--- src/rtl/aes_host_if_pkg.sv ---
// Shared constants for the AES host front-end.
// Covers register addresses, bit positions within the host words, key-length codes and FSM states.
package aes_if_pkg;
    localparam int unsigned ADDR_IDLE   = 0;
    localparam int unsigned ADDR_CONFIG = 1;
    localparam int unsigned ADDR_KEY    = 2;
    localparam int unsigned ADDR_BLOCK  = 3;
    localparam int unsigned ADDR_STATUS = 5;
    localparam int unsigned ADDR_START  = 6;
    localparam int unsigned ADDR_RESULT = 7;

    localparam int unsigned CFG_ENCDEC_BIT = 0;
    localparam int unsigned CFG_KEYLEN_BIT = 1;

    localparam int unsigned CTRL_INIT_BIT = 0;
    localparam int unsigned CTRL_NEXT_BIT = 1;

    localparam int unsigned STS_READY_BIT = 0;
    localparam int unsigned STS_VALID_BIT = 1;
    localparam int unsigned STS_ERR_BIT   = 2;

    localparam int unsigned START_BLOCK_FULL_BIT = 0;
    localparam int unsigned START_KEY_FULL_BIT   = 1;
    localparam int unsigned START_ENCDEC_BIT     = 2;
    localparam int unsigned START_KEYLEN_BIT     = 3;

    localparam logic AES_128 = 1'b0;
    localparam logic AES_256 = 1'b1;

    typedef enum logic [1:0] {
        ST_IDLE   = 2'd0,
        ST_KEYEXP = 2'd1,
        ST_CIPHER = 2'd2
    } fsm_state_e;
endpackage

--- src/rtl/aes_beat_shifter.sv ---
// MSB-first shift register that accepts one DIN_W-bit beat per cycle.
// It counts beats up to a limit, and any beat beyond that limit is dropped and flagged.
module aes_beat_shifter #(
    parameter int unsigned W     = 256,
    parameter int unsigned DIN_W = 16,
    parameter int unsigned CNT_W = $clog2(W / DIN_W + 1)
) (
    input  logic             clk,
    input  logic             rst_n,
    input  logic             shift_i,
    input  logic             restart_i,
    input  logic [CNT_W-1:0] limit_i,
    input  logic [DIN_W-1:0] din_i,
    output logic [W-1:0]     data_o,
    output logic             full_o,
    output logic             ovf_o
);
    logic [W-1:0]     data_q, data_d;
    logic [CNT_W-1:0] cnt_q, cnt_d;

    // Next data/count; a restart beat discards the previous contents first
    always_comb begin
        data_d = data_q;
        cnt_d  = cnt_q;
        ovf_o  = 1'b0;
        if (shift_i) begin
            if (restart_i) begin
                data_d = {{(W - DIN_W){1'b0}}, din_i};
                cnt_d  = CNT_W'(1);
            end else if (cnt_q >= limit_i) begin
                ovf_o = 1'b1;
            end else begin
                data_d = {data_q[W-DIN_W-1:0], din_i};
                cnt_d  = cnt_q + CNT_W'(1);
            end
        end else begin
            ovf_o = 1'b0;
        end
    end

    // State registers
    always_ff @(posedge clk or negedge rst_n) begin
        if (!rst_n) begin
            data_q <= '0;
            cnt_q  <= '0;
        end else begin
            data_q <= data_d;
            cnt_q  <= cnt_d;
        end
    end

    assign data_o = data_q;
    assign full_o = (cnt_q >= limit_i);
endmodule

--- src/rtl/aes_host_if.sv ---
// Host register front-end for the AES core.
// It loads the key and block in beats, sequences init/next through an FSM, and streams the result back in beats.
module aes_host_if
    import aes_if_pkg::*;
#(
    parameter int unsigned DIN_W  = 16,
    parameter int unsigned DOUT_W = 8,
    parameter int unsigned ADDR_W = 4
) (
    input  logic              clk,
    input  logic              rst_n,
    input  logic [ADDR_W-1:0] address,
    input  logic [DIN_W-1:0]  data_in,
    output logic [DOUT_W-1:0] data_out,
    output logic              core_encdec,
    output logic              core_keylen,
    output logic              core_init,
    output logic              core_next,
    output logic [255:0]      core_key,
    output logic [127:0]      core_block,
    input  logic              core_ready,
    input  logic              core_valid,
    input  logic [127:0]      core_result
);
    localparam int unsigned KB128  = 128 / DIN_W;
    localparam int unsigned KB256  = 256 / DIN_W;
    localparam int unsigned BB     = 128 / DIN_W;
    localparam int unsigned RBEATS = 128 / DOUT_W;
    localparam int unsigned KCNT_W = $clog2(KB256 + 1);
    localparam int unsigned BCNT_W = $clog2(BB + 1);
    localparam int unsigned RP_W   = $clog2(RBEATS);

    localparam logic [ADDR_W-1:0] A_CONFIG = ADDR_W'(ADDR_CONFIG);
    localparam logic [ADDR_W-1:0] A_KEY    = ADDR_W'(ADDR_KEY);
    localparam logic [ADDR_W-1:0] A_BLOCK  = ADDR_W'(ADDR_BLOCK);
    localparam logic [ADDR_W-1:0] A_STATUS = ADDR_W'(ADDR_STATUS);
    localparam logic [ADDR_W-1:0] A_START  = ADDR_W'(ADDR_START);
    localparam logic [ADDR_W-1:0] A_RESULT = ADDR_W'(ADDR_RESULT);

    fsm_state_e        state_q, state_d;
    logic [ADDR_W-1:0] addr_q;
    logic              encdec_q, encdec_d, keylen_q, keylen_d;
    logic              err_q, err_d, key_ready_q, key_ready_d, valid_q, valid_d;
    logic              init_q, init_d, next_q, next_d;
    logic [127:0]      res_q, res_d;
    logic [RP_W-1:0]   rd_ptr_q, rd_ptr_d;
    logic [DOUT_W-1:0] data_out_q, data_out_d;

    logic              idle_s, cfg_wr_s, key_shift_s, blk_shift_s, sts_wr_s;
    logic              key_full_s, blk_full_s, key_ovf_s, blk_ovf_s;
    logic [KCNT_W-1:0] key_limit_s;
    logic [255:0]      key_s;
    logic [127:0]      block_s;
    logic [127:0]      res_sh_s;

    // CONFIG, KEY and BLOCK writes are only accepted while no core operation is running
    assign idle_s      = (state_q == ST_IDLE);
    assign cfg_wr_s    = idle_s && (address == A_CONFIG);
    assign key_shift_s = idle_s && (address == A_KEY);
    assign blk_shift_s = idle_s && (address == A_BLOCK);
    assign sts_wr_s    = idle_s && (address == A_STATUS);
    assign key_limit_s = (keylen_q == AES_256) ? KCNT_W'(KB256) : KCNT_W'(KB128);
    assign res_sh_s    = res_q << (32'(rd_ptr_q) * DOUT_W);

    aes_beat_shifter #(.W(256), .DIN_W(DIN_W), .CNT_W(KCNT_W)) u_key_shifter (
        .clk       (clk),
        .rst_n     (rst_n),
        .shift_i   (key_shift_s),
        .restart_i (addr_q != A_KEY),
        .limit_i   (key_limit_s),
        .din_i     (data_in),
        .data_o    (key_s),
        .full_o    (key_full_s),
        .ovf_o     (key_ovf_s)
    );

    aes_beat_shifter #(.W(128), .DIN_W(DIN_W), .CNT_W(BCNT_W)) u_blk_shifter (
        .clk       (clk),
        .rst_n     (rst_n),
        .shift_i   (blk_shift_s),
        .restart_i (addr_q != A_BLOCK),
        .limit_i   (BCNT_W'(BB)),
        .din_i     (data_in),
        .data_o    (block_s),
        .full_o    (blk_full_s),
        .ovf_o     (blk_ovf_s)
    );

    // Control FSM plus the config, flag and result-pointer next state
    always_comb begin
        state_d     = state_q;
        encdec_d    = encdec_q;
        keylen_d    = keylen_q;
        err_d       = err_q;
        key_ready_d = key_ready_q;
        valid_d     = valid_q;
        init_d      = 1'b0;
        next_d      = 1'b0;
        res_d       = res_q;
        if (address == A_RESULT) begin
            rd_ptr_d = (rd_ptr_q == RP_W'(RBEATS - 1)) ? '0 : rd_ptr_q + RP_W'(1);
        end else begin
            rd_ptr_d = '0;
        end
        if (cfg_wr_s) begin
            encdec_d    = data_in[CFG_ENCDEC_BIT];
            keylen_d    = data_in[CFG_KEYLEN_BIT];
            err_d       = 1'b0;
            key_ready_d = 1'b0;
        end else if (key_ovf_s || blk_ovf_s) begin
            err_d = 1'b1;
        end else begin
            err_d = err_q;
        end
        if (key_shift_s) begin
            key_ready_d = 1'b0;
        end else begin
            key_ready_d = key_ready_d;
        end
        if (blk_shift_s) begin
            valid_d = 1'b0;
        end else begin
            valid_d = valid_q;
        end
        case (state_q)
            ST_IDLE: begin
                if (sts_wr_s && data_in[CTRL_INIT_BIT]) begin
                    if (key_full_s) begin
                        init_d  = 1'b1;
                        state_d = ST_KEYEXP;
                    end else begin
                        err_d = 1'b1;
                    end
                end else if (sts_wr_s && data_in[CTRL_NEXT_BIT]) begin
                    if (key_ready_q && blk_full_s) begin
                        next_d  = 1'b1;
                        valid_d = 1'b0;
                        state_d = ST_CIPHER;
                    end else begin
                        err_d = 1'b1;
                    end
                end else begin
                    state_d = ST_IDLE;
                end
            end
            ST_KEYEXP: begin
                if (core_ready) begin
                    key_ready_d = 1'b1;
                    state_d     = ST_IDLE;
                end else begin
                    state_d = ST_KEYEXP;
                end
            end
            ST_CIPHER: begin
                if (core_valid) begin
                    res_d    = core_result;
                    valid_d  = 1'b1;
                    rd_ptr_d = '0;
                    state_d  = ST_IDLE;
                end else begin
                    state_d = ST_CIPHER;
                end
            end
            default: state_d = ST_IDLE;
        endcase
    end

    // Read mux; its output is registered so the data for an address appears one edge later
    always_comb begin
        data_out_d = '0;
        case (address)
            A_STATUS: begin
                data_out_d[STS_ERR_BIT]   = err_q;
                data_out_d[STS_VALID_BIT] = valid_q;
                data_out_d[STS_READY_BIT] = key_ready_q;
            end
            A_START: begin
                data_out_d[START_KEYLEN_BIT]     = keylen_q;
                data_out_d[START_ENCDEC_BIT]     = encdec_q;
                data_out_d[START_KEY_FULL_BIT]   = key_full_s;
                data_out_d[START_BLOCK_FULL_BIT] = blk_full_s;
            end
            A_RESULT: data_out_d = res_sh_s[127 -: DOUT_W];
            default:  data_out_d = '0;
        endcase
    end

    // State registers
    always_ff @(posedge clk or negedge rst_n) begin
        if (!rst_n) begin
            state_q     <= ST_IDLE;
            addr_q      <= '0;
            encdec_q    <= 1'b0;
            keylen_q    <= 1'b0;
            err_q       <= 1'b0;
            key_ready_q <= 1'b0;
            valid_q     <= 1'b0;
            init_q      <= 1'b0;
            next_q      <= 1'b0;
            res_q       <= '0;
            rd_ptr_q    <= '0;
            data_out_q  <= '0;
        end else begin
            state_q     <= state_d;
            addr_q      <= address;
            encdec_q    <= encdec_d;
            keylen_q    <= keylen_d;
            err_q       <= err_d;
            key_ready_q <= key_ready_d;
            valid_q     <= valid_d;
            init_q      <= init_d;
            next_q      <= next_d;
            res_q       <= res_d;
            rd_ptr_q    <= rd_ptr_d;
            data_out_q  <= data_out_d;
        end
    end

    // A 128-bit key sits in the low half of the shifter and is presented left-aligned
    assign core_key    = (keylen_q == AES_256) ? key_s : {key_s[127:0], 128'd0};
    assign core_block  = block_s;
    assign core_encdec = encdec_q;
    assign core_keylen = keylen_q;
    assign core_init   = init_q;
    assign core_next   = next_q;
    assign data_out    = data_out_q;
endmodule

--- config.mk ---
export PLATFORM = sky130hd
export DESIGN_NAME = aes_host_if
export DESIGN_NICKNAME = d
export VERILOG_FILES = /design/src/rtl/aes_host_if_pkg.sv /design/src/rtl/aes_beat_shifter.sv /design/src/rtl/aes_host_if.sv
export SDC_FILE = /design/constraint.sdc
export NUM_CORES = 1
export LEC_CHECK = 0
export ABC_AREA = 1
export CAP_MARGIN = 20
export CORE_MARGIN = 4
export CORE_UTILIZATION = 40
export CTS_CLUSTER_SIZE = 28
export DETAILED_ROUTE_END_ITERATION = 7
export MAX_ROUTING_LAYER = met4
export PLACE_DENSITY = 0.78
export SYNTH_ARGS = -nofsm -noshare
export SYNTH_HDL_FRONTEND = slang
export SYNTH_SLANG_ARGS = --single-unit
export TNS_END_PERCENT = 1
--- constraint.sdc ---
create_clock -name clk -period 2.06 [get_ports clk]
set_input_delay 0.206 -clock clk [delete_from_list [all_inputs] [get_ports clk]]
set_output_delay 0.206 -clock clk [all_outputs]
set_load 0.02 [all_outputs]
Word-level counts from Yosys, hierarchy flattened. Cells that the tools add are included. W data, S select, Z words.

Input bits: 152. Output and inout port bits: 396. Logic and storage cells: 103. Register bits: 546.

$add $sub $neg: 3. Reduce and logical (&&, ||, !) cells: 13. $lt $le $gt $ge: 2. Equality and inequality tests: 15. Mux-type cells: 53. Shift operators: 1.

Operator list (number): $mux W256 (3); $mux W128 (2); $shl A128 B7 Y128 (1); $mux W1 (29); $mux W4 (7); $mux W5 (3); $eq A4 B3 Y1 const B (3); $mux W2 (5); $pmux W3 S3 (1); $add A4 B1 Y4 const B (2); $eq A4 B2 Y1 const B (2); $ne A4 B2 Y1 const B (2); $reduce_and A2 Y1 (4); $logic_and A1 B1 Y1 (7); $pmux W2 S3 (1); $add A5 B1 Y5 const B (1); $ge A5 B5 Y1 (1); $eq A4 B1 Y1 const B (1); $eq A4 B4 Y1 const B (1); $ge A4 B4 Y1 const B (1); $ne A2 B1 Y1 const B (2); $ne A4 B3 Y1 const B (1); $pmux W1 S2 (2); $ne A3 B3 Y1 const B (1); 4 further kinds (4).

Depth between registers and ports, before layout. Gate-level depths: netlist of run 1.

Depth after elaboration: 12. Mapped depth: 15. Mapped depth without buffers: 11.

By module. A second synthesis of run 1 with hierarchy kept.

Cell total of the unflattened synthesis: 3684. Area, all modules: 27076.0 um^2.

By module, submodules not included: aes_beat_shifter (u_key_shifter) (area each 10930.5 um^2, cells each 1203, times used 1); aes_host_if (area each 9868.2 um^2, cells each 1638, times used 1); aes_beat_shifter (u_blk_shifter) (area each 6277.3 um^2, cells each 843, times used 1).

Worst setup path after synthesis of run 1. No wires, ideal clock.

Kind: flip-flop to flip-flop. Start point: register keylen_q, in the netlist core_keylen. End point: register u_key_shifter.data_q[249], in the netlist u_key_shifter.data_o[249]. Clock period less this slack: 2334 ps. Data arrival time: 2218 ps. Path slack: -274 ps. Required time: 1944 ps. Library setup time: 116 ps. Cell stages (with the launch flop): 16. Cells stage by stage: dfrtp_1 -> clkbuf_1 -> inv_1 -> clkbuf_1 -> ha_1 -> inv_1 -> nor2_1 -> nor2_1 -> o21ai_1 -> nand2_1 -> nand2_4 -> nor2_8 -> buf_4 -> buf_4 -> nand2_1 -> nand2_1.

Longest elaborated chain between the ends: 4.

RTL lines: start: declaration (line aes_host_if.sv:42) `logic encdec_q, encdec_d, keylen_q, keylen_d;`; start signal: assignment (line aes_host_if.sv:207) `keylen_q <= keylen_d;`; $mux W5 (line aes_host_if.sv:62) `assign key_limit_s = (keylen_q == AES_256) ? KCNT_W'(KB256) : KCNT_W'(KB128);`; $ge A5 B5 Y1 (line aes_beat_shifter.sv:30) `end else if (cnt_q >= limit_i) begin`; $ne A2 B1 Y1 (no source line); $reduce_and A2 Y1 (no source line); end signal: assignment (line aes_beat_shifter.sv:47) `data_q <= data_d;`; end: declaration (line aes_beat_shifter.sv:18) `logic [W-1:0] data_q, data_d;`.

No other way between the ends. A chain may end at the register's enable or synchronous reset.

Worst setup path after layout of run 1.
Start point: register keylen_q, in the netlist core_keylen. End point: output core_key[157].

Longest elaborated chain between the ends: 1.

RTL lines: $mux W256 (line aes_host_if.sv:220) `assign core_key = (keylen_q == AES_256) ? key_s : {key_s[127:0], 128'd0};`; end: declaration (line aes_host_if.sv:19) `output logic [255:0] core_key,`.

No other way between the ends.

==> results of run 1 <==
[kinds of logic after synthesis]
group           count (synthesis)
buf+inv                       437
flops                         546
xor+xnor                        4
compound gates                258
mux                            52
simple gates                 1907
fa+ha+maj                       7
[power by group through the flow]
stage / Combinational, mW / Clock, mW / Sequential (mW)
6_report: 5.23 / 10.6 / 12.4
2_1_floorplan: 2.29 / 0 / 12.4
3_5_place_dp: 4.44 / 0 / 12.6
4_1_cts: 4.82 / 10.7 / 12.4
3_3_place_gp: 4.35 / 0 / 12.5
5_1_grt: 5.64 / 11.1 / 12.5
[layout by cell type (no fill, tap or decap), types with 84 or more instances in the layout]
| master | count |
|---|---|
| o21ai_0 | 148 |
| nor2_1 | 166 |
| dfrtp_1 | 544 |
| nand2_1 | 1485 |
| buf_6 | 106 |
| clkdlybuf4s50_1 | 289 |
| nand2_2 | 147 |
| inv_1 | 231 |
| buf_12 | 87 |
| nand3_1 | 84 |
| buf_4 | 149 |
[area by class of cell]
type,count,area (um2),area share
Sequential cell,546,13700,0.384
Multi-Input combinational cell,2228,9850,0.277
Timing Repair Buffer,709,8130,0.228
Clock buffer,86,1670,0.0468
Tap cell,837,1050,0.0294
Inverter,250,951,0.0267
Clock inverter,24,255,0.00717
Antenna cell,5,12.5,0.000352
[through the flow]
stage | utilization | TNS, ns | std cells | area, um2 | hold slack [ns]
after floorplan | - | 0 | 3211 | 25000 | -0.0896
after global placement | 0.526 | -2.29 | 4531 | 32400 | 0.196
after detailed placement | 0.526 | -13.69 | 4531 | 32400 | 0.203
after CTS | 0.561 | -61.66 | 4650 | 34600 | 0.0554
after global routing | 0.578 | -80.14 | 4683 | 35600 | 0.0968
final | 0.578 | -43.10 | 4685 | 35600 | 0.0990
[worst max-delay path by stage]
stage | endpoint | slack (ns) | depth (start not counted)
3_3_place_gp | core_key[133] | -0.16 | 5
4_1_cts | core_key[133] | -0.26 | 5
3_5_place_dp | core_key[133] | -0.17 | 5
6_report | core_key[157] | -0.19 | 6
5_1_grt | u_key_shifter.data_o[222] | -0.26 | 12
2_1_floorplan | u_key_shifter.data_o[176] | 0.007 | 15
[repair_timing]
action,in CTS,in global routing
cloned,6,19
hold buffers,1,0
endpoints found under the setup margin,449,497
gates resized for setup,788,379
endpoints found under the hold margin,226,0
pin swaps,11,20
setup buffers,2,11
[state kept, by name, summed over array words and instances, names as in the netlist]
register,flops
core_init,1
err_q,1
rd_ptr_q,4
u_blk_shifter.data_o,128
u_key_shifter.cnt_q,5
valid_q,1
core_encdec,1
data_out,8
core_next,1
key_ready_q,1
u_key_shifter.data_o,256
core_keylen,1
addr_q,4
u_blk_shifter.cnt_q,4
state_q,2
res_q,128
[layer usage]
layer	track usage	vias to the layer above
met3	0.0608	278
met1	0.349	11500
met4	0.107	0
li1	-	11000
met5	-	-
met2	0.442	1337
==> flow_metrics.env, run 1 <==
export IMPL_max_freq_ghz=0.444
export IMPL_die_width_um=257
export IMPL_ioPinCount=548
export IMPL_setup_ws_ns=-0.192
export IMPL_crit_type="reg -> out"
export IMPL_place_ws_ns=-0.175
export IMPL_portBuffers=547
export IMPL_grt_pass1_vias=22900
export IMPL_required_ns=1.85
export IMPL_drv_slew=0
export IMPL_synth_compound_area_share=0.0525
export IMPL_initial_core_util=0.404
export IMPL_cpMaxStageDelayCell="dfrtp_4"
export IMPL_irDropWorstVdd_mv=0.642
export IMPL_cts_tree="done"
export IMPL_synth_area_mux_share=0.0236
export IMPL_clkTransAtPathRegs_ns=0.06
export IMPL_fin_crit_ns=2.25
export IMPL_r2r_cells=12
export IMPL_ys_types=35
export IMPL_path_cells="buf_6, buf_16, buf_16, nand2_1, nand2_2, buf_12"
export IMPL_synth_cells=3211
export IMPL_synthTopCellsByArea="dfrtp_1 (55%), nand2_1 (25%), inv_1 (3.7%), o21ai_0 (3.0%), nor2_1 (2.5%)"
export IMPL_p_clk_frac=0.375
export IMPL_nNetsFinal=3952
export IMPL_yosysMostFrequentCell="nand2_1"
export IMPL_place_congestion=0.943
export IMPL_final_antenna_net_count=0
export IMPL_synth_common_cells="nand2_1 (1639), dfrtp_1 (546), inv_1 (244)"
export IMPL_synth_xor_area_share=0.00141
export IMPL_synth_top_family_by_area="simple AND/OR/NAND/NOR gates"
export IMPL_status="finished, violations left"
export IMPL_p_int_mw=20.1
export IMPL_hold_start="address[3]"
export IMPL_synthesis_area_um2=24900
export IMPL_synth_flop_cell="dfrtp_1"
export IMPL_root_buffer="clkbuf_16"
export IMPL_wl_met3_um=9330
export IMPL_power_mw=28.2
export IMPL_drc=0
export IMPL_die_y_um=257
export IMPL_min_period_over_period=1.09
export IMPL_viasPerCell=5.13
export IMPL_yosysWarnings=0
export IMPL_holdCritPathClass="in -> reg"
export IMPL_clk_path_buf_depth=3
export IMPL_dpl_hpwl_um=66100
export IMPL_crit_arrival_ns=2.05
export IMPL_crit_path_end_kind="output port"
export IMPL_routed_wirelength_um=95900
export IMPL_maxSlewHeadroom=0.602
export IMPL_crit_top_cell="buf_16"
export IMPL_synthArstFlopShare=1.00
export IMPL_synth_nets=3370
export IMPL_critPathLaunchType="flop"
export IMPL_finalClockSkew_ns=0.0315
export IMPL_leakage_nw=18.8
export IMPL_cp_startpoint="core_keylen"
export IMPL_yosysTopAreaCell="dfrtp_1"
export IMPL_yosys_area_top_type_share=0.550
export IMPL_drt_met1_wl_um=36200
export IMPL_synth_simple_gate_area_frac=0.295
export IMPL_firstDrtPassIters=7
export IMPL_r2r_slack_ns=-0.18
export IMPL_cp_max_fo=21
export IMPL_avgSynthCellArea_um2=7.74
export IMPL_p_per_area_nw_per_um2=792
export IMPL_insertion_delay_ns=0.63
export IMPL_p_sw_mw=8.12
export IMPL_dieArea_um2=66200
export IMPL_cts_made_buffers=58
export IMPL_slowest_delay_ns=0.57
export IMPL_setup_violations=426
export IMPL_ys_seq_area_frac=0.550
export IMPL_antenna_found_initial=3
export IMPL_wl_met2_um=45600
export IMPL_drive_gt1_frac=0.195
export IMPL_grt_overflow=0
export IMPL_rr_startpoint="core_keylen"
export IMPL_area_delta_synth_final_pct=43.1
export IMPL_power_share_sequential=0.440
export IMPL_critPathBufInv=4
export IMPL_wl_per_cell_um=20.5
export IMPL_vias=24000
export IMPL_synth_fa_ha_area_frac=0.00352
export IMPL_r2r_end="u_key_shifter.data_o[106]"
export IMPL_grt_usage=0.277
export IMPL_finalHoldViolCount=0
export IMPL_synth_edf_count=0
export IMPL_tightest_slew_ns=0.597
export IMPL_fillers=5212
export IMPL_clock_sinks=546
export IMPL_drv_cap=0
export IMPL_drt_iter0_drc=2671
export IMPL_core_um2=61600
export IMPL_synth_seq_cells=546
export IMPL_rows=91
export IMPL_violations="negative setup slack"
export IMPL_switching_share=0.288
export IMPL_min_to="addr_q[3]"
export IMPL_grt_pass1_wl_um=139000
export IMPL_hold_path_depth=1
export IMPL_cp_top_family="buffers and inverters"
export IMPL_p_comb_frac=0.185
export IMPL_rsz0062_at_grt="true"
export IMPL_grt_max_degree=81
export IMPL_highest_layer="met4"
export IMPL_h_tree_depth=2
No activity file was read; power rests on OpenSTA's default activity.
==> run 2, diff against run 1 <==
PLACE_DENSITY = 0.71   (was 0.78)
SKIP_LAST_GASP = 1   (was default)
==> run 2 against run 1 <==
Effect of this change:
- the flow still finishes with violations (negative setup slack)
- global-route usage barely moved
- clock skew down 0.0075 ns
- die area did not move
- cell count is essentially flat
- flip-flop and latch count unchanged
- first-iteration DRC count fell by 19%
- cell area decreased by 2.2%
- critical path depth is the same
- clock power down 4%
- critical path type unchanged
==> flow_metrics.env, run 2 (synthesis gave the netlist of run 1 again) <==
export IMPL_status="finished, violations left"
export IMPL_violations="negative setup slack"
export IMPL_cpMaxStageDelayCell="dfrtp_4"
export IMPL_place_congestion=0.913
export IMPL_root_buffer="clkbuf_16"
export IMPL_routed_wirelength_um=92800
export IMPL_crit_path_end="core_key[220]"
export IMPL_final_antenna_net_count=0
export IMPL_required_ns=1.85
export IMPL_initial_core_util=0.404
export IMPL_grt_pass1_wl_um=139000
export IMPL_cp_max_fo=16
export IMPL_grt_usage=0.278
export IMPL_leakage_nw=18.9
export IMPL_dieArea_um2=66200
export IMPL_antenna_found_initial=6
export IMPL_cts_made_buffers=59
export IMPL_path_cells="buf_12, buf_4, bufbuf_16, nand2_1, nand2_2, buf_4"
export IMPL_ioPinCount=548
export IMPL_final_common_cell="nand2_1"
export IMPL_crit_type="reg -> out"
export IMPL_maxSlewHeadroom=0.671
export IMPL_area_delta_synth_final_pct=39.9
export IMPL_fin_crit_ns=2.29
export IMPL_drive_gt1_frac=0.119
export IMPL_wl_per_cell_um=19.8
export IMPL_vias=23200
export IMPL_met3_usage=0.0648
export IMPL_max_freq_ghz=0.437
export IMPL_final_cell_mix="nand2_1 (1625), dfrtp_1 (544), clkdlybuf4s50_1 (289)"
export IMPL_rows=91
export IMPL_r2r_cells=14
export IMPL_clkTransAtPathRegs_ns=0.06
export IMPL_grt_pass1_vias=22700
export IMPL_grt_busiest_layer="met2"
export IMPL_largest_reg_flops=256
export IMPL_r2r_end="u_key_shifter.data_o[144]"
export IMPL_drc=0
export IMPL_drv_cap=0
export IMPL_crit_top_cell="buf_4"
export IMPL_rsz0062_at_grt="true"
export IMPL_r2r_slack_ns=-0.21
export IMPL_grt_overflow=0
export IMPL_irDropWorstVdd_mv=0.594
export IMPL_grt_max_degree=76
export IMPL_holdCritPathClass="in -> async"
export IMPL_rr_startpoint="core_keylen"
export IMPL_place_ws_ns=-0.141
export IMPL_gr_usage_met1=0.348
export IMPL_crit_arrival_ns=2.08
export IMPL_tightest_slew_ns=0.492
export IMPL_cts_tree="done"
export IMPL_min_period_over_period=1.11
export IMPL_core_um2=61600
export IMPL_slowest_delay_ns=0.54
export IMPL_die_width_um=257
export IMPL_path_depth=6
export IMPL_cp_startpoint="core_keylen"
export IMPL_die_y_um=257
export IMPL_critPathLaunchType="flop"
export IMPL_critPathBufInv=4
export IMPL_fin_hold_ws_ns=0.100
export IMPL_viasPerCell=4.96
export IMPL_crit_path_end_kind="output port"
export IMPL_grt_use_met2=0.444
export IMPL_finalClockSkew_ns=0.0240
export IMPL_cp_top_family="buffers and inverters"
export IMPL_power_mw=27.5
export IMPL_h_tree_depth=2
export IMPL_p_per_area_nw_per_um2=790
export IMPL_clock_sinks=546
export IMPL_firstDrtPassIters=6
export IMPL_drv_slew=0
export IMPL_drt_iter0_drc=2158
export IMPL_finalHoldViolCount=0
export IMPL_setup_violations=476
export IMPL_setup_ws_ns=-0.230
export IMPL_dpl_hpwl_um=66200
export IMPL_insertion_delay_ns=0.60
export IMPL_clk_path_buf_depth=3
export IMPL_portBuffers=547
export IMPL_nNetsFinal=3954
==> run 2: cell types whose count changed in the layout (fill, tap and decap cells not counted), moves of 14 or more <==
cell,previous run,this run
clkdlybuf4s15_2,13,27
buf_6,106,10
dlygate4sd2_1,2,119
nand2_1,1485,1625
buf_4,149,113
nand2_2,147,9
clkdlybuf4s15_1,0,16
==> run 2: worst min path at each step <==
stage	slack (ns)	start	endpoint
4_1_cts	0.08	rst_n	res_q[35]
6_report	0.10	rst_n	res_q[35]
3_5_place_dp	0.14	rst_n	res_q[35]
2_1_floorplan	-0.09	rst_n	addr_q[0]
3_3_place_gp	0.15	rst_n	res_q[80]
5_1_grt	0.11	rst_n	res_q[35]
==> run 2: final cells by class <==
class / count / area, um2
inverter: 250 / 946
timing repair buffer: 710 / 7820
multi-input combinational: 2228 / 9470
clock inverter: 16 / 124
clock buffer: 88 / 1710
antenna: 6 / 15.0
sequential: 546 / 13700
tap: 837 / 1050
fill: 5558 / 26800
==> run 2: repair_timing <==
item                                    in CTS  in global routing
hold endpoints to repair                   267                  0
gates cloned                                 7                 12
pin swaps                                    2                  9
gates resized for setup                    368                 39
setup buffers                                8                  3
endpoints found under the setup margin     311                510
hold buffers                                 1                  0
==> run 2: worst register-to-register path, stage by stage (launching register included) <==
cell and delay [ns]:
dfrtp_4 0.54, inv_8 0.11, buf_6 0.11, ha_4 0.19, inv_2 0.05, nor2_1 0.03
nor2_1 0.10, o21ai_2 0.08, nand2_2 0.13, nand2_8 0.08, nor2_8 0.23, clkbuf_16 0.25
buf_16 0.15, nand2_2 0.08, nand2_1 0.07
==> run 2: stage by stage <==
| stage | instances | setup TNS [ns] | utilization | instance area [um2] |
|---|---|---|---|---|
| 3_5_place_dp | 4540 | -16.42 | 0.526 | 32400 |
| 6_report | 4681 | -63.04 | 0.565 | 34800 |
| 3_3_place_gp | 4540 | -14.01 | 0.526 | 32400 |
| 2_1_floorplan | 3211 | 0 | - | 25000 |
| 4_1_cts | 4660 | -80.53 | 0.559 | 34400 |
| 5_1_grt | 4680 | -109.14 | 0.565 | 34800 |
==> run 2: power breakdown <==
| group | internal (mW) | leakage, nW | switching (mW) | total (mW) |
|---|---|---|---|---|
| Sequential | 11.8 | 7.21 | 0.588 | 12.3 |
| Clock | 5.81 | 0.897 | 4.40 | 10.2 |
| Combinational | 2.15 | 10.8 | 2.78 | 4.93 |
==> run 2: per-layer routing <==
metal  routed length (um)  vias up
li1                     -    10900
met1                36600    11000
met2                44200     1057
met3                 8130      219
met4                 3900        0
met5                    0        -
==> run 3, diff against run 2 <==
PLACE_DENSITY = 0.67   (was 0.71)
SETUP_SLACK_MARGIN = 0.1   (was default)
==> run 3 against run 2 <==
Effect of this change:
- the run still ends with negative setup slack left
- cell area is 1.6% higher
- wire length grew 0.12%
- worst hold slack got worse by 0.012 ns
- sequential power about the same
- non-clock buffer count up 15
- critical endpoint is now core_key[146]
==> flow_metrics.env, run 3 (synthesis gave the netlist of run 1 again) <==
export IMPL_final_antenna_net_count=0
export IMPL_cp_max_fo=10
export IMPL_dieArea_um2=66200
export IMPL_insertion_delay_ns=0.62
export IMPL_drt_iter0_drc=2368
export IMPL_wl_per_cell_um=19.8
export IMPL_tightest_slew_ns=0.592
export IMPL_die_y_um=257
export IMPL_min_period_over_period=1.12
export IMPL_wl_met2_um=45400
export IMPL_crit_top_cell="nand2_1"
export IMPL_maxSlewHeadroom=0.605
export IMPL_highest_layer="met4"
export IMPL_place_congestion=0.904
export IMPL_holdCritPathClass="in -> async"
export IMPL_cpMaxStageDelayCell="dfrtp_4"
export IMPL_leakage_nw=19.1
export IMPL_postLayoutCoreUtil=0.574
export IMPL_crit_type="reg -> out"
export IMPL_crit_arrival_ns=2.10
export IMPL_fin_crit_ns=2.30
export IMPL_grt_overflow=0
export IMPL_cts_tree="done"
export IMPL_drv_slew=0
export IMPL_tns_ns=-53.02
export IMPL_max_freq_ghz=0.434
export IMPL_largest_reg_flops=256
export IMPL_viasPerCell=4.91
export IMPL_irDropWorstVdd_mv=0.576
export IMPL_slowest_delay_ns=0.52
export IMPL_fin_hold_ws_ns=0.0878
export IMPL_critPathLaunchType="flop"
export IMPL_setup_violations=483
export IMPL_grt_pass1_wl_um=139000
export IMPL_final_common_cell="nand2_1"
export IMPL_die_width_um=257
export IMPL_dpl_hpwl_um=66400
export IMPL_grt_usage=0.280
export IMPL_status="finished, violations left"
export IMPL_firstDrtPassIters=6
export IMPL_finalHoldViolCount=0
export IMPL_rsz0062_at_grt="true"
export IMPL_clock_sinks=546
export IMPL_root_buffer="clkbuf_16"
export IMPL_power_mw=28.1
export IMPL_h_tree_depth=2
export IMPL_crit_path_end_kind="output port"
export IMPL_final_cell_mix="nand2_1 (1629), dfrtp_1 (544), clkdlybuf4s50_1 (289)"
export IMPL_vias=23100
export IMPL_path_cells="inv_8, buf_16, buf_12, nand2_1, nand2_1, clkdlybuf4s15_1"
export IMPL_rows=91
export IMPL_finalClockSkew_ns=0.0198
export IMPL_p_per_area_nw_per_um2=795
export IMPL_drv_cap=0
export IMPL_area_delta_synth_final_pct=42.1
export IMPL_nNetsFinal=3969
export IMPL_wl_met3_um=6390
export IMPL_core_um2=61600
export IMPL_grt_pass1_vias=22400
export IMPL_drive_gt1_frac=0.124
export IMPL_drc=0
export IMPL_portBuffers=547
export IMPL_clk_path_buf_depth=3
export IMPL_antenna_found_initial=6
export IMPL_cts_made_buffers=59
export IMPL_initial_core_util=0.404
export IMPL_violations="negative setup slack"
export IMPL_drt_met1_wl_um=38200
export IMPL_ioPinCount=548
export IMPL_setup_ws_ns=-0.245
export IMPL_required_ns=1.85
export IMPL_grt_max_degree=72
export IMPL_clkTransAtPathRegs_ns=0.06
export IMPL_routed_wirelength_um=92900
==> run 3: layout make-up <==
cell class | instances | area, um2
clock inverters | 23 | 268
multi-input cells | 2228 | 9500
clock buffers | 84 | 1670
inverters | 250 | 948
diodes | 7 | 17.5
flip-flops and latches | 546 | 13700
repair buffers | 725 | 8210
well taps | 837 | 1050
fillers | 5521 | 26300
==> run 3: report_power, final <==
| part | switching, mW | total, mW | internal, mW |
|---|---|---|---|
| registers | 0.570 | 12.3 | 11.8 |
| clock network | 4.51 | 10.8 | 6.25 |
| logic | 2.79 | 5.01 | 2.21 |
| total | 7.87 | 28.1 | 20.2 |
==> run 3: worst max-delay path: cells and delay by family (launching register included) <==
family | cells | cell delay, ns
buffers and inverters | 4 | 0.73
DFF | 1 | 0.52
and+or+nand+nor | 2 | 0.21
==> run 3: timing repair <==
action / CTS / global route
setup buffers: 5 / 12
pin swaps: 0 / 10
gates resized for setup: 314 / 55
setup endpoints to repair: 504 / 534
cloned: 8 / 11
endpoints found under the hold margin: 386 / 0
hold buffers: 1 / 0
==> run 3: final timing paths <==
check | startpoint | end | slack, ns | cells after the start
worst min-delay path | rst_n | res_q[122] | 0.09 | 2
min in group clk | address[3] | addr_q[3] | 0.14 | 1
worst max register to register | core_keylen | u_key_shifter.data_o[155] | -0.11 | 14
worst max-delay path | core_keylen | core_key[146] | -0.24 | 6
worst min register to register | u_key_shifter.data_o[251] | u_key_shifter.data_o[251] | 0.48 | 2
max in group asynchronous | rst_n | u_key_shifter.data_o[202] | 1.21 | 4
==> run 3: metrics by stage <==
stage	cells	worst slack (ns)	instance area, um2
2_1_floorplan	3211	0.0208	25000
3_3_place_gp	4549	-0.0659	32600
3_5_place_dp	4549	-0.0523	32600
4_1_cts	4670	-0.272	34800
5_1_grt	4699	-0.318	35300
6_report	4700	-0.245	35300
==> run 3: routing by layer <==
metal	vias up	global-route usage
li1	11000	-
met1	11000	0.361
met2	880	0.455
met3	172	0.0526
met4	0	0.0827
met5	-	-
